===== src/rtl/mp_window_avg.sv =====
// Windowed averager for the interleaved CORDIC magnitude/phase stream.
// Averages 2^k pairs; phase is averaged as offsets from the window's first phase.
module mp_window_avg #(
  parameter int dw        = 18,
  parameter int max_log2n = 8
) (
  input  logic                 clk,
  input  logic                 rst_n,
  input  logic                 phase,
  input  logic signed [dw-1:0] in_mp,
  input  logic                 run,
  input  logic [3:0]           log2n,
  output logic signed [dw-1:0] mag_out,
  output logic signed [dw-1:0] ph_out,
  output logic                 out_valid,
  output logic                 sync_err
);

  localparam int aw = dw + max_log2n;
  localparam int cw = max_log2n;

  logic signed [dw-1:0] m_hold;
  logic signed [dw-1:0] ref_p;
  logic                 m_ok;
  logic [cw-1:0]        cnt;
  logic [3:0]           k_w;
  logic signed [aw-1:0] acc_m;
  logic signed [aw-1:0] acc_d;
  logic                 done;

  logic [3:0]           k_clamp;
  logic [3:0]           k_eff;
  logic [cw:0]          n_eff;
  logic [cw-1:0]        last_cnt;
  logic                 first;
  logic signed [dw-1:0] d;
  logic signed [aw-1:0] m_ext;
  logic signed [aw-1:0] d_ext;
  logic [dw-1:0]        mag_avg;
  logic [dw-1:0]        ph_off;
  logic [dw-1:0]        ph_sum;

  always_comb begin
    k_clamp  = (log2n > 4'(max_log2n)) ? 4'(max_log2n) : log2n;
    first    = (cnt == '0);
    // The window length is fixed by the exponent seen at its first pair.
    k_eff    = first ? k_clamp : k_w;
    n_eff    = (cw+1)'(1) << k_eff;
    last_cnt = cw'(n_eff - (cw+1)'(1));
    // Truncating the difference to dw bits gives the shortest-arc offset.
    d        = in_mp - ref_p;
    m_ext    = {{max_log2n{m_hold[dw-1]}}, m_hold};
    d_ext    = {{max_log2n{d[dw-1]}}, d};
    mag_avg  = dw'(acc_m >>> k_w);
    ph_off   = dw'(acc_d >>> k_w);
    ph_sum   = ref_p + ph_off;
  end

  always_ff @(posedge clk or negedge rst_n) begin
    if (!rst_n) begin
      m_hold    <= '0;
      ref_p     <= '0;
      m_ok      <= 1'b0;
      cnt       <= '0;
      k_w       <= '0;
      acc_m     <= '0;
      acc_d     <= '0;
      done      <= 1'b0;
      mag_out   <= '0;
      ph_out    <= '0;
      out_valid <= 1'b0;
      sync_err  <= 1'b0;
    end else begin
      out_valid <= done;
      if (done) begin
        mag_out <= mag_avg;
        ph_out  <= ph_sum;
      end
      done <= 1'b0;
      if (!run) begin
        cnt      <= '0;
        m_ok     <= 1'b0;
        sync_err <= 1'b0;
      end else if (!phase) begin
        m_hold <= in_mp;
        m_ok   <= 1'b1;
      end else if (m_ok) begin
        m_ok <= 1'b0;
        if (first) begin
          k_w   <= k_clamp;
          ref_p <= in_mp;
          acc_m <= m_ext;
          acc_d <= '0;
        end else begin
          acc_m <= acc_m + m_ext;
          acc_d <= acc_d + d_ext;
        end
        if (cnt == last_cnt) begin
          cnt  <= '0;
          done <= 1'b1;
        end else begin
          cnt <= cnt + cw'(1);
        end
      end else begin
        sync_err <= 1'b1;
      end
    end
  end

endmodule


===== config.mk =====
export PLATFORM = sky130hd
export DESIGN_NAME = mp_window_avg
export DESIGN_NICKNAME = d
export VERILOG_FILES = /design/src/rtl/mp_window_avg.sv
export SDC_FILE = /design/constraint.sdc
export NUM_CORES = 1
export LEC_CHECK = 0
export CAP_MARGIN = 20
export CORE_MARGIN = 1
export CORE_UTILIZATION = 47
export CTS_CLUSTER_DIAMETER = 40
export DETAILED_ROUTE_END_ITERATION = 10
export DONT_BUFFER_PORTS = 1
export PLACE_DENSITY_LB_ADDON = 0.15
export SLEW_MARGIN = 20
export SYNTH_ARGS = -nofsm -noshare
export SYNTH_HDL_FRONTEND = slang
export SYNTH_SLANG_ARGS = --single-unit

===== constraint.sdc =====
create_clock -name clk -period 6 [get_ports clk]
set_input_delay 1.2 -clock clk [delete_from_list [all_inputs] [get_ports clk]]
set_output_delay 1.2 -clock clk [all_outputs]
set_load 0.005 [all_outputs]

======== Word level (Yosys, flattened, before mapping) ========
Cells that the tools add are included.
word-level totals
  word-level logic and storage cells ...... 50
  memories ................................ 0
  output and inout port bits .............. 38
  input bits .............................. 26
  latch bits .............................. 0
  memory bits (read-only) ................. 0
  RAM bits ................................ 0
  register bits after elaboration ......... 140
cells by class
  reduce and logical (&&, ||, !) cells .... 6
  mux-type cells .......................... 17
  multiply operators ...................... 0
  bitwise operators ....................... 1
  add/subtract/negate cells ............... 6
  div/mod/pow operators ................... 0
  order comparisons ....................... 1
  shift-type cells ........................ 3
  equality and inequality tests ........... 4
operator list
  operator                                                            number
  26-bit by 18-bit adder with 26-bit output                           2
  26-bit two-way mux                                                  2
  26-bit by 4-bit >>> shifter with 18-bit output                      2
  8-bit two-way mux                                                   4
  18-bit adder                                                        1
  18-bit subtractor                                                   1
  1-bit two-way mux                                                   9
  8-bit by 1-bit adder with 8-bit output, second input constant       1
  8-bit == test                                                       1
  8-bit zero test                                                     1
  4-bit two-way mux                                                   2
  1-bit by 4-bit left shift with 8-bit output, first input constant   1
  8-bit by 1-bit subtractor with 8-bit output, second input constant  1
  2-bit AND reduction                                                 3
  4-bit > comparator, second input constant                           1
  2-bit != test, second input constant                                2
  4-bit AND reduction                                                 1
  3-bit AND reduction                                                 1
  2-bit by 1-bit != test with 1-bit output, second input constant     1
  1-bit NOT                                                           1

======== Logic depth before layout (Yosys ltp) ========
  depth after elaboration ................. 10
  mapped depth ............................ 22

======== Least setup slack after synthesis ========
No wires, ideal clock.
  path type ............................... input to register
  start point ............................. in in_mp[0]
  end point ............................... reg acc_d[25]
  library setup time ...................... 65 ps
  cell stages on the path ................. 22
  setup slack ............................. 683 ps
  arrival ................................. 5251 ps
  path through ............................ inv_1 -> ha_1 -> fa_1 -> nor2b_1 -> o21ai_0 -> a21boi_0 -> o21ai_0 -> a21oi_1 -> a311oi_1 -> o41ai_1 -> a21oi_1 -> xnor2_1 -> ha_1 -> and3_1 -> a31o_2 -> a2111o_1 -> a31oi_1 -> nor2_1 -> a31oi_1 -> xnor3_1 -> o21ai_0 -> a22o_1
between the ends
  word-level cells in the longest chain between the ends .. 3
RTL lines
  element                                    RTL line  RTL
  start, declared                            10        input logic signed [dw-1:0] in_mp,
  18-bit subtractor                          51        d = in_mp - ref_p;
  26-bit by 18-bit adder with 26-bit output  96        acc_d <= acc_d + d_ext;
  26-bit two-way mux                         89        if (first) begin
  end signal, assigned                       96
  end, declared                              28        logic signed [aw-1:0] acc_d;
Every way passes these cells.
A chain may end at the register's enable or synchronous reset.

======== Worst setup path in the final report ========
Same ends and word-level chain as after synthesis.

==> flow_metrics.env <==
export IMPL_status="completed"
export IMPL_numClockSinks=140
export IMPL_synth_nets=1411
export IMPL_power_frac_seq=0.269
export IMPL_viasPerCell=5.99
export IMPL_synthToLayoutAreaGrowth_pct=7.42
export IMPL_grt_use_total=0.249
export IMPL_yosysMostFrequentCell="dfrtp_1"
export IMPL_yosysSeqAreaShare=0.299
export IMPL_powerDensity_mw_per_mm2=385
export IMPL_postCtsSetupBuffers=0
export IMPL_path_clk_slew_ns=0.06
export IMPL_fin_crit_ns=5.35
export IMPL_numCtsBuffers=17
export IMPL_antenna_found_initial=0
export IMPL_async_reset_ff_frac=1.00
export IMPL_dominantRegCellSynth="dfrtp_1"
export IMPL_rsz0062_at_grt="no"
export IMPL_core_area_mm2=0.0244
export IMPL_cts_resized=0
export IMPL_placed_cells=1574
export IMPL_maxSlewHeadroom=0.455
export IMPL_dp_hpwl_mm=22.8
export IMPL_clockPowerShare=0.219
export IMPL_sw_frac_of_total=0.417
export IMPL_die_w_um=160
export IMPL_yosysUniqueCellTypes=67
export IMPL_cts_max_path_buffers=2
export IMPL_worstSkewPairLatency_ns=0.43
export IMPL_layout_cells_non_filler=1606
export IMPL_synth_top_cell_area_share=0.299
export IMPL_synth_seq_cells=140
export IMPL_synthTopCellsByArea="dfrtp_1 (30%), ha_1 (9.3%), mux2_2 (6.9%)"
export IMPL_maxCapViolCount=0
export IMPL_finalSetupViolCount=0
export IMPL_port_buffers=0
export IMPL_grt_max_degree=141
export IMPL_endpoint_kind="register"
export IMPL_io_pins=64
export IMPL_grt_overflow=0
export IMPL_htreeDepth=4
export IMPL_antenna_cells=0
export IMPL_cp_start_kind="primary input"
export IMPL_routedWlPerCell_um=19.1
export IMPL_period_share=0.892
export IMPL_root_buffer="clkbuf_16"
export IMPL_design_die_area_mm2=0.0255
export IMPL_wl_mm=30.7
export IMPL_crit_arrival_ns=5.72
export IMPL_cts_hold_buf=0
export IMPL_drt_pass1_iterations=7
export IMPL_p_leak_nw=5.74
export IMPL_globalplace_congestion=0.907
export IMPL_rows=57
export IMPL_syn_area_mm2=0.0117
export IMPL_die_y_um=160
export IMPL_peakVddDrop_mv=0.226
export IMPL_drc=0
export IMPL_cp_max_fo=6
export IMPL_nNetsFinal=1386
export IMPL_num_vias=9620
export IMPL_tightest_slew_ns=0.816
export IMPL_final_util=0.516
export IMPL_clock_skew_ns=0.0121
export IMPL_grt_pass1_wl_mm=50.2
export IMPL_ys_warn_count=0
export IMPL_max_freq_ghz=0.187
export IMPL_initial_core_util=0.480
export IMPL_drv_slew=0
export IMPL_synth_edff_count=0
export IMPL_hp_class="primary input to async pin"
export IMPL_cts_tree="built"
export IMPL_comb_power_share=0.512
export IMPL_drive_above_1_share=0.126
export IMPL_tns_ns=0
export IMPL_dr_first_iter_drc_count=768
export IMPL_worstSetupPathType="primary input to register"
export IMPL_p_sw_mw=2.02
export IMPL_drtAntennaViolNets=0
export IMPL_yosysTopAreaCell="dfrtp_1"
export IMPL_synthCells=1294
export IMPL_p_int_mw=2.82
export IMPL_required_ns=6.37
export IMPL_grt_pass1_vias=9033
export IMPL_synth_common_cells="dfrtp_1 (140), nand2_1 (134), a21oi_1 (99)"
export IMPL_final_hold_violation_count=0
export IMPL_avgSynthCellArea_um2=9.05
-- kinds of logic after synthesis --
| kind of cell | synth area share |
|---|---|
| AOI/OAI and AO/OA | 0.207 |
| xor gates and xnor gates | 0.0573 |
| adders and majority gates | 0.0998 |
| buffers and inverters | 0.0385 |
| DFF | 0.299 |
| muxes | 0.153 |
| and+or+nand+nor | 0.145 |
-- critical path: stages --
cell      delay [ns]
inv_1           0.05
ha_1            0.23
fa_1            0.40
nor2b_1         0.11
o21ai_0         0.12
a21boi_0        0.27
o21ai_0         0.14
a21oi_1         0.20
a311oi_1        0.14
o41ai_1         0.38
a21oi_1         0.13
xnor2_1         0.14
ha_1            0.36
and3_1          0.24
a31o_2          0.25
a2111o_1        0.37
a31oi_1         0.14
nor2_1          0.09
a31oi_1         0.19
xnor3_1         0.24
o21ai_0         0.16
a22o_1          0.14
-- through the flow --
step           hold slack [ns]  total power [mW]  worst slack, ns  instance area (um^2)
2_1_floorplan            0.352              3.20            0.683                 11700
3_3_place_gp             0.504              3.73            0.339                 12000
3_5_place_dp             0.517              3.75            0.208                 12000
4_1_cts                  0.444              4.83            0.650                 12600
6_report                 0.456              4.84            0.651                 12600
5_1_grt                  0.443              5.21            0.271                 12600
-- area by class of cell --
class | count | area, um^2
multi-input combinational | 1037 | 7760
fill | 2289 | 11800
tap | 324 | 405
timing repair buffer | 17 | 128
clock inverter | 7 | 88.8
inverter | 56 | 210
sequential | 140 | 3500
clock buffer | 25 | 475
-- layer usage --
layer  global-route usage  share of wire
met1                0.380           0.50
met2                0.354           0.42
met3               0.0525          0.070
met4               0.0641          0.015
met5                    0              0
-- state kept, by name, indices dropped and copies added, names as in the netlist, 4 cells and up --
register and count:
acc_d 26, acc_m 26, cnt 8, k_w 4
m_hold 18, mag_out 18, ph_out 18, ref_p 18
-- path summary, 6_finish.rpt --
path | from | endpoint | slack [ns] | depth (start not counted)
max | in_mp[0] | acc_d[25]$_DFFE_PN0P_ | 0.65 | 22
min | rst_n | ph_out[9]$_DFFE_PN0P_ | 0.46 | 0
max reg2reg | ref_p[0]$_DFFE_PN0P_ | acc_d[25]$_DFFE_PN0P_ | 1.01 | 21
min reg2reg | sync_err$_DFFE_PN0P_ | sync_err$_DFFE_PN0P_ | 0.52 | 1
max in group asynchronous | rst_n | m_hold[1]$_DFFE_PN0P_ | 5.35 | 0
min in group clk | sync_err$_DFFE_PN0P_ | sync_err$_DFFE_PN0P_ | 0.52 | 1
-- layout by cell type, fill, tap and decap left out, types with 6 or more instances in the layout --
cell type  Yosys  routed
clkbuf_16      0      17
a311oi_1       6       6
ha_1          87      87
or3_1         11      11
o211ai_1      12      12
o21a_1        16      16
mux2_2        72      72
nand2_1      134     134
xor2_1        25      25
a21oi_1       99      99
nor2b_1       25      24
mux4_2        30      30
o21bai_1      13      13
nand3_1       21      20
nand2b_1      13      13
a22o_1        22      22
o21ai_0       82      82
nor2_1        93      92
a31oi_1       28      28
dfrtp_1      140     139
a211oi_1      27      27
buf_4          0      17
nor3_1        19      19
mux2i_1       31      31
a21o_1        30      30
and3_1        14      14
nand4_1        6       6
clkbuf_1      47       6
xnor2_1       49      49
inv_1         56      56
-- power groups by stage --
stage               clock (mW)  sequential [mW]  combinational, mW
floorplan                    0             1.18               2.02
global route              1.12             1.32               2.77
global placement             0             1.31               2.42
detailed placement           0             1.31               2.44
CTS                       1.08             1.29               2.46
finish                    1.06             1.30               2.48
Power figures use the tool's default switching activity.
